`src/rtl/cpu_pkg.sv`:
```
// Shared types for the dual-lane memory sequencer: FSM encoding and per-lane op payload.
package cpu_pkg;

   localparam int unsigned DATA_W = 32;

   typedef enum logic [1:0] {
      IDLE = 2'd0,
      ACC1 = 2'd1,
      ACC2 = 2'd2,
      DONE = 2'd3
   } seq_state_e;

   typedef struct packed {
      logic              we;
      logic [DATA_W-1:0] addr;
      logic [DATA_W-1:0] wdata;
      logic              need;
   } lane_op_t;

endpackage

```
`src/rtl/mem_wait_watchdog.sv`:
```
// Counts cycles an access waits for mem_ready; flags expiry on the MAX_WAIT-th waiting cycle.
module mem_wait_watchdog #(
   parameter int unsigned MAX_WAIT = 15
) (
   input  logic clk,
   input  logic reset,
   input  logic clear,
   input  logic ready,
   output logic expire
);

   localparam int unsigned CNT_W = $clog2(MAX_WAIT + 1);

   logic [CNT_W-1:0] cnt_q;
   logic [CNT_W-1:0] cnt_d;

   always_comb begin
      cnt_d = cnt_q;
      if (clear) begin
         cnt_d = '0;
      end else if (!ready) begin
         cnt_d = cnt_q + CNT_W'(1);
      end
   end

   // A ready on the final waiting cycle still wins over expiry.
   always_comb begin
      expire = !ready && (cnt_q == CNT_W'(MAX_WAIT - 1));
   end

   always_ff @(posedge clk) begin
      if (!reset) begin
         cnt_q <= '0;
      end else begin
         cnt_q <= cnt_d;
      end
   end

endmodule

```
`src/rtl/dual_lane_mem_sequencer.sv`:
```
// Serialises the two lanes' memory ops of one issue bundle onto a single-port memory,
// lane 1 first, stalling the front end and returning both load results together.
module dual_lane_mem_sequencer
   import cpu_pkg::*;
#(
   parameter int unsigned DATA_W   = cpu_pkg::DATA_W,
   parameter int unsigned MAX_WAIT = 15
) (
   input  logic              clk,
   input  logic              reset,
   input  logic              bundle_valid,
   input  logic              memread1,
   input  logic              memwrite1,
   input  logic              memread2,
   input  logic              memwrite2,
   input  logic [DATA_W-1:0] addr1,
   input  logic [DATA_W-1:0] addr2,
   input  logic [DATA_W-1:0] wdata1,
   input  logic [DATA_W-1:0] wdata2,
   output logic              mem_req,
   output logic              mem_we,
   output logic [DATA_W-1:0] mem_addr,
   output logic [DATA_W-1:0] mem_wdata,
   input  logic              mem_ready,
   input  logic [DATA_W-1:0] mem_rdata,
   output logic              stall,
   output logic              bundle_done,
   output logic [DATA_W-1:0] rdata1,
   output logic [DATA_W-1:0] rdata2,
   output logic              timeout_err
);

   localparam int unsigned LANE_W = cpu_pkg::DATA_W;

   seq_state_e        state_q, state_d;
   lane_op_t          lane1_q, lane1_d;
   lane_op_t          lane2_q, lane2_d;
   lane_op_t          sel;
   logic [DATA_W-1:0] rdata1_q, rdata1_d;
   logic [DATA_W-1:0] rdata2_q, rdata2_d;
   logic [DATA_W-1:0] mem_addr_q, mem_addr_d;
   logic [DATA_W-1:0] mem_wdata_q, mem_wdata_d;
   logic              mem_req_q, mem_req_d;
   logic              mem_we_q, mem_we_d;
   logic              bundle_done_q, bundle_done_d;
   logic              timeout_err_q, timeout_err_d;
   logic              need1, need2;
   logic              in_acc;
   logic              wd_clear;
   logic              wd_expire;

   assign need1 = memread1 | memwrite1;
   assign need2 = memread2 | memwrite2;

   mem_wait_watchdog #(
      .MAX_WAIT (MAX_WAIT)
   ) u_watchdog (
      .clk    (clk),
      .reset  (reset),
      .clear  (wd_clear),
      .ready  (mem_ready),
      .expire (wd_expire)
   );

   always_comb begin
      state_d       = state_q;
      lane1_d       = lane1_q;
      lane2_d       = lane2_q;
      rdata1_d      = rdata1_q;
      rdata2_d      = rdata2_q;
      timeout_err_d = timeout_err_q;
      stall         = 1'b0;
      in_acc        = 1'b0;

      case (state_q)
         IDLE: begin
            if (bundle_valid && (need1 || need2)) begin
               stall    = 1'b1;
               lane1_d  = '{we: memwrite1, addr: LANE_W'(addr1), wdata: LANE_W'(wdata1), need: need1};
               lane2_d  = '{we: memwrite2, addr: LANE_W'(addr2), wdata: LANE_W'(wdata2), need: need2};
               rdata1_d = '0;
               rdata2_d = '0;
               state_d  = need1 ? ACC1 : ACC2;
            end
         end
         ACC1: begin
            stall  = 1'b1;
            in_acc = 1'b1;
            if (mem_ready) begin
               if (!lane1_q.we) begin
                  rdata1_d = mem_rdata;
               end
               state_d = lane2_q.need ? ACC2 : DONE;
            end else if (wd_expire) begin
               timeout_err_d = 1'b1;
               state_d       = DONE;
            end
         end
         ACC2: begin
            stall  = 1'b1;
            in_acc = 1'b1;
            if (mem_ready) begin
               if (!lane2_q.we) begin
                  rdata2_d = mem_rdata;
               end
               state_d = DONE;
            end else if (wd_expire) begin
               timeout_err_d = 1'b1;
               state_d       = DONE;
            end
         end
         DONE: begin
            state_d = IDLE;
         end
         default: begin
            state_d = IDLE;
         end
      endcase

      // Counter restarts whenever a new access begins or none is in flight.
      wd_clear = !in_acc || (state_d != state_q);

      // Bus outputs are registered from the state being entered and the freshly latched lanes.
      sel           = (state_d == ACC2) ? lane2_d : lane1_d;
      mem_req_d     = (state_d == ACC1) || (state_d == ACC2);
      mem_we_d      = mem_req_d && sel.we;
      mem_addr_d    = mem_req_d ? DATA_W'(sel.addr) : mem_addr_q;
      mem_wdata_d   = mem_req_d ? DATA_W'(sel.wdata) : mem_wdata_q;
      bundle_done_d = (state_d == DONE);
   end

   always_ff @(posedge clk) begin
      if (!reset) begin
         state_q       <= IDLE;
         lane1_q       <= '0;
         lane2_q       <= '0;
         rdata1_q      <= '0;
         rdata2_q      <= '0;
         mem_req_q     <= 1'b0;
         mem_we_q      <= 1'b0;
         mem_addr_q    <= '0;
         mem_wdata_q   <= '0;
         bundle_done_q <= 1'b0;
         timeout_err_q <= 1'b0;
      end else begin
         state_q       <= state_d;
         lane1_q       <= lane1_d;
         lane2_q       <= lane2_d;
         rdata1_q      <= rdata1_d;
         rdata2_q      <= rdata2_d;
         mem_req_q     <= mem_req_d;
         mem_we_q      <= mem_we_d;
         mem_addr_q    <= mem_addr_d;
         mem_wdata_q   <= mem_wdata_d;
         bundle_done_q <= bundle_done_d;
         timeout_err_q <= timeout_err_d;
      end
   end

   assign mem_req     = mem_req_q;
   assign mem_we      = mem_we_q;
   assign mem_addr    = mem_addr_q;
   assign mem_wdata   = mem_wdata_q;
   assign bundle_done = bundle_done_q;
   assign rdata1      = rdata1_q;
   assign rdata2      = rdata2_q;
   assign timeout_err = timeout_err_q;

endmodule

```
`config.mk`:
```
export PLATFORM = sky130hd
export DESIGN_NAME = dual_lane_mem_sequencer
export DESIGN_NICKNAME = d
export VERILOG_FILES = /design/src/rtl/cpu_pkg.sv /design/src/rtl/mem_wait_watchdog.sv /design/src/rtl/dual_lane_mem_sequencer.sv
export SDC_FILE = /design/constraint.sdc
export NUM_CORES = 1
export LEC_CHECK = 0
export BUFFER_PORTS_ARGS = -buffer_cell sky130_fd_sc_hd__buf_4
export CAP_MARGIN = 20
export CELL_PAD_IN_SITES_DETAIL_PLACEMENT = 1
export CELL_PAD_IN_SITES_GLOBAL_PLACEMENT = 2
export CORE_UTILIZATION = 31
export DETAILED_ROUTE_END_ITERATION = 16
export HOLD_SLACK_MARGIN = 0.06
export PLACE_DENSITY_LB_ADDON = 0.1
export SYNTH_ARGS = -nofsm -noshare
export SYNTH_HDL_FRONTEND = slang
export SYNTH_SLANG_ARGS = --single-unit
```
`constraint.sdc`:
```
create_clock -name clk -period 2.8 [get_ports clk]
set_input_delay 0.84 -clock clk [delete_from_list [all_inputs] [get_ports clk]]
set_output_delay 0.84 -clock clk [all_outputs]
set_load 0.005 [all_outputs]
```
==> results_dict.tcl, run 1 <==
set metrics [dict create \
    end_kind "output pin" \
    grt_pass1_wl_mm 51.7 \
    ys_warn_count 0 \
    min_period_ps 2670 \
    cts_buffers 31 \
    drive_gt1_share_pct 32.4 \
    skew_ps 5.29 \
    gp_congestion 0.751 \
    antenna_found_initial 1 \
    rows 66 \
    cts_max_level 1 \
    area_delta_synth_final_pct 37.7 \
    vias_per_cell 4.86 \
    synth_top_area_share_pct 52.4 \
    syn-mean-instance-area_sq_um 9.50 \
    grt_max_degree 85 \
    dp_slack_ps 27.1 \
    cp_cell_sequence "inv_1 -> ha_1 -> nand2_1 -> nor2_4 -> nor2_1 -> nor2_1 -> buf_4" \
    synth_compound_area_share_pct 9.97 \
    synthMuxAreaShare_pct 13.6 \
    top_level_ports 301 \
    via_count 8828 \
    crit_slowest_cell "dfxtp_1" \
    drv_cap 0 \
    fin_ws_ps 125 \
    clk_latency_ps 550 \
    grt_usage_pct 19.4 \
    dr.pass1.iters 4 \
    first_global_vias 9050 \
    timing.fmax_mhz 374 \
    crit_path_max_fanout 6 \
    io_buffers 300 \
    synth_cells 1081 \
    synth_xor_xnor_area_share_pct 0.511 \
    cts_tree "done" \
    ctsRootBufferMaster "clkbuf_16" \
    p_leak_nw 5.88 \
    critPathLaunchType "flip-flop" \
    outcome "finished, final reports clean" \
    worst_ep_required_time_ps 1960 \
    cp_common_cell "nor2_1" \
    synthSimpleGateAreaFrac_pct 18.7 \
    nets 1526 \
    slew_viol_final 0 \
    tightest_slew_ps 655 \
    ys_seq_area_share_pct 52.4 \
    core_area_sq_mm 0.0325 \
    fp.dieW_um 184 \
    synthTopCellsByArea "dfxtp_1 52%, mux2i_1 7.2%, mux2_2 6.4%" \
    cp_data_arrival_time_ps 1830 \
    synth_adder_area_share_pct 0.852 \
    clkTransAtPathRegs_ps 60 \
    ys_seq_elements 269 \
    fp.dieH_um 184 \
    hp-class "flip-flop to flip-flop" \
    drc 0 \
    clockBufferDepth 3 \
    place_area_sq_mm 0.0131 \
    cts_hold_buf 0 \
    dieArea_sq_mm 0.0339 \
    design_area_sq_mm 0.0141 \
    hold_ws_ps 450 \
    relSlewSlack_pct 56.2 \
    syn_area_sq_mm 0.0103 \
    setup_violations 0 \
    ir_drop_uv 664 \
    post-route-period-util_pct 95.5 \
    fin_tns_setup_ps 0 \
    p_per_area_mw_per_mm2 886 \
    wl_per_cell_um 18.3 \
    ant_nets 0 \
    grt-ovfl-total 0 \
    routed_wl_mm 33.2 \
    initial_core_util_pct 31.6 \
    drtIter0Drc 324 \
    syn_nets 1256 \
    hold_viol_final 0 \
    crit_type "flip-flop to output pin" \
    hpwl_mm 21.5 \
    synth_top_family_by_area "simple AND/OR/NAND/NOR gates" \
    cts.sinks 269 \
    synth_cell_type_count 38 \
    cp_slowest_stage_delay_ps 470 \
    rsz0062_at_grt "false" \
    yosys.area.top_type "dfxtp_1" \
]
-- power breakdown --
group          internal [W]  total (W)  switching, W  leakage (nW)
sequential          0.00434    0.00457      0.000232          2.20
combinational       0.00161    0.00384       0.00223          3.16
clock               0.00253    0.00411       0.00158         0.518
-- area by class of cell --
cell class	instances	area, sq um
multi-input combinational	715	4510
tap	442	553
clock inverter	8	115
antenna	1	2.50
inverter	5	23.8
timing repair buffer	329	2620
sequential	269	5390
clock buffer	48	930
fill	3748	18400
-- layout by cell type (no fill, tap or decap), types with 9 or more instances in the layout --
cell         n
buf_4      317
dfxtp_1    269
nor2_1     152
nor3_1      74
mux2i_1     73
nand2_1     66
a21oi_1     66
nand3_1     65
mux2_2      58
a221oi_1    57
and2_1      57
clkbuf_16   31
buf_12      12
clkbuf_8     9
-- cells by family (layout without fill, tap and decap cells) --
group                      count (synthesis)  count (layout)
xor gates and xnor gates                   6               6
other                                      0               1
adders and majority gates                  7               7
AOI/OAI and AO/OA                        148             148
muxes                                    132             132
DFF                                      269             269
buffers and inverters                     97             390
and+or+nand+nor                          422             422
-- state kept, by name, summed over array words and instances (netlist names), named ones only --
name	flops
mem_req	1
rdata1	32
rdata2	32
mem_wdata	32
mem_addr	32
lane1_q	65
bundle_done	1
u_watchdog.cnt_q	4
timeout_err	1
mem_we	1
lane2_q	65
state_q	2
-- what timing repair did --
item | CTS | global route
endpoints found under the hold margin | 0 | 0
setup endpoints to repair | 0 | 1
resized for setup | 0 | 1
buffers inserted | 0 | 2
-- critical path: cells and delay by family (launching register included) --
kind	cells	cell delay, ps
buf+inv	2	270
flops	1	470
fa+ha+maj	1	240
simple gates	4	310
-- per-stage QoR --
step	std cells	util [%]	power, W
finish	1817	43.5	0.0125
global route	1817	43.5	0.0133
CTS	1814	43.4	0.0128
detailed placement	1758	40.2	0.00856
global placement	1758	40.2	0.00850
floorplan	1081	-	0.00686
-- worst paths after layout --
path | start | end | slack, ps | depth (start not counted)
max | state_q[1]$_SDFF_PN0_ | stall | 130 | 7
min | rdata1[16]$_SDFFE_PN0P_ | rdata1[16]$_SDFFE_PN0P_ | 450 | 2
max reg2reg | state_q[1]$_SDFF_PN0_ | mem_wdata[17]$_SDFFE_PN0P_ | 270 | 9
min reg2reg | rdata1[16]$_SDFFE_PN0P_ | rdata1[16]$_SDFFE_PN0P_ | 450 | 2
-- per-layer routing --
metal | global-route usage (%) | routed length, um
met3 | 4.89 | 2160
met4 | 5.27 | 852
met5 | 0 | 0
met2 | 31.9 | 15300
met1 | 25.2 | 14900
-- synthesized netlist by cell type --
master	instances
a21boi_1	1
a21boi_0	1
o211a_1	1
nor2_1	153
clkbuf_1	62
buf_1	5
buf_4	2
nor2_2	1
o21ai_0	5
xnor2_1	4
nand2_1	66
nand3_1	65
a211oi_1	7
o21a_1	1
a221oi_1	57
nor2b_1	2
dfxtp_1	269
buf_2	21
a21bo_2	1
mux2_2	58
and2_1	57
buf_6	2
inv_2	1
xor2_1	2
o32ai_1	1
a32o_1	1
o211ai_1	1
a31oi_1	1
nor3_1	74
inv_1	4
nand4_1	2
a32oi_4	1
a21oi_1	66
o21ai_1	3
and3_1	1
mux2i_1	74
ha_1	7
nor4_1	1
No activity file was read; power rests on OpenSTA's default activity.
==> run 2, diff against run 1 <==
--- a/config.mk
+++ b/config.mk
@@ -13,6 +13,7 @@
 export DETAILED_ROUTE_END_ITERATION = 16
 export HOLD_SLACK_MARGIN = 0.06
 export PLACE_DENSITY_LB_ADDON = 0.1
+export RECOVER_POWER = 25
 export SYNTH_ARGS = -nofsm -noshare
 export SYNTH_HDL_FRONTEND = slang
 export SYNTH_SLANG_ARGS = --single-unit
==> run 2 against run 1 <==
Setup slack got worse by 4.1 ps. Clock power about the same. Global-route usage unchanged.
==> results_dict.tcl, run 2 (synthesis gave the netlist of run 1 again) <==
set metrics [dict create \
    cts_buffers 31 \
    antenna_found_initial 1 \
    crit_path_max_fanout 6 \
    cp.depth 7 \
    rows 66 \
    ctsRootBufferMaster "clkbuf_16" \
    min_path_cells 2 \
    min_period_ps 2680 \
    timing.fmax_mhz 373 \
    cts_hold_buf 0 \
    top_level_ports 301 \
    cp_common_cell "nor2_1" \
    io_buffers 300 \
    ant_nets 0 \
    drive_gt1_share_pct 29.5 \
    drtIter0Drc 310 \
    drc 0 \
    cts_tree "done" \
    fp.dieW_um 184 \
    area_delta_synth_final_pct 36.2 \
    path_buf_inv 2 \
    top_regs "lane1_q x65, lane2_q x65" \
    reg2regPathDepth 9 \
    grt-ovfl-total 0 \
    first_global_vias 9050 \
    utilization_pct 43.0 \
    critPathLaunchType "flip-flop" \
    rsz0062_at_grt "false" \
    hp-class "flip-flop to flip-flop" \
    clkTransAtPathRegs_ps 60 \
    cp_slowest_stage_delay_ps 470 \
    cts.sinks 269 \
    nets 1526 \
    wl_per_cell_um 18.3 \
    grt_max_degree 85 \
    drv_cap 0 \
    slew_viol_final 0 \
    routed_wl_mm 33.2 \
    hpwl_mm 21.5 \
    grt_usage_pct 19.4 \
    relSlewSlack_pct 28.1 \
    fin_tns_setup_ps 0 \
    dieArea_sq_mm 0.0339 \
    skew_ps 5.09 \
    clk_latency_ps 550 \
    crit_type "flip-flop to output pin" \
    crit_slowest_cell "dfxtp_1" \
    via_count 8799 \
    finalPower_w 0.0125 \
    fp.dieH_um 184 \
    worst_ep_required_time_ps 1960 \
    outcome "finished, final reports clean" \
    final_common_cell "dfxtp_1" \
    p_leak_nw 5.68 \
    cts_max_level 1 \
    core_area_sq_mm 0.0325 \
    grt_pass1_wl_mm 51.7 \
    vias_per_cell 4.84 \
    initial_core_util_pct 31.6 \
    setup_violations 0 \
    p_per_area_mw_per_mm2 890 \
    tightest_slew_ps 1080 \
    final_cell_mix "269 x dfxtp_1, 218 x buf_4, 152 x nor2_1, 74 x nor3_1, 73 x mux2i_1" \
    clockBufferDepth 3 \
    cp_data_arrival_time_ps 1840 \
    end_kind "output pin" \
    crit_family "flip-flops" \
    cp_cell_sequence "inv_1 -> ha_1 -> nand2_1 -> nor2_4 -> nor2_1 -> nor2_1 -> buf_4" \
    dr.pass1.iters 4 \
    gp_congestion 0.751 \
    post-route-period-util_pct 95.7 \
    hold_viol_final 0 \
    ir_drop_uv 664 \
]
[run 2: cell count changes in the layout (fill, tap and decap cells not counted), sizes merged]
cell / before / now
buf: 329 / 231
clkbuf: 48 / 146
clkinvlp: 0 / 1
inv: 5 / 4
[run 2: stage by stage]
step	hold WS, ps	cells	setup WS [ps]	area (sq um)
after CTS	454	1814	47.1	14100
after floorplan	448	1081	133	10300
after detailed placement	445	1758	27.1	13100
after global routing	467	1817	46.4	14000
after global placement	439	1758	82.6	13100
final	447	1817	121	14000
[run 2: worst register-to-register path, delay by kind of cell (launching register included)]
family	cells	cell delay, ps
AND/OR/NAND/NOR	3	320
adder cells (fa/ha/maj)	1	210
multiplexers	1	530
flip-flops	1	380
buffers and inverters	3	670
AO/OA/AOI/OAI	1	300
[run 2: final cells by class]
type | count | area [sq um]
fill | 3768 | 18500
sequential | 269 | 5390
multi-input combinational | 715 | 4510
timing repair buffer | 329 | 2470
clock buffer | 48 | 930
tap | 442 | 553
clock inverter | 8 | 115
inverter | 5 | 22.5
antenna | 1 | 2.50
[run 2: report_power, final]
group	total, W	internal (W)	switching [W]
clock	0.00411	0.00253	0.00158
sequential	0.00457	0.00434	0.000228
combinational	0.00378	0.00155	0.00224
[run 2: per-layer routing]
layer | wire length, um | track usage, %
met5 | 0 | 0
met3 | 2030 | 4.89
met4 | 854 | 5.27
met2 | 15300 | 31.9
met1 | 15000 | 25.2
[run 2: path summary, 6_finish.rpt]
kind                           start                    endpoint  slack, ps
min reg2reg  rdata1[16]$_SDFFE_PN0P_     rdata1[16]$_SDFFE_PN0P_        450
max            state_q[1]$_SDFF_PN0_                       stall        120
min          rdata1[16]$_SDFFE_PN0P_     rdata1[16]$_SDFFE_PN0P_        450
max reg2reg    state_q[1]$_SDFF_PN0_  mem_wdata[20]$_SDFFE_PN0P_        270
[run 2: repair_timing]
action	in CTS	in global routing
gates resized for setup	0	1
endpoints found under the setup margin	0	1
buffers inserted	0	2
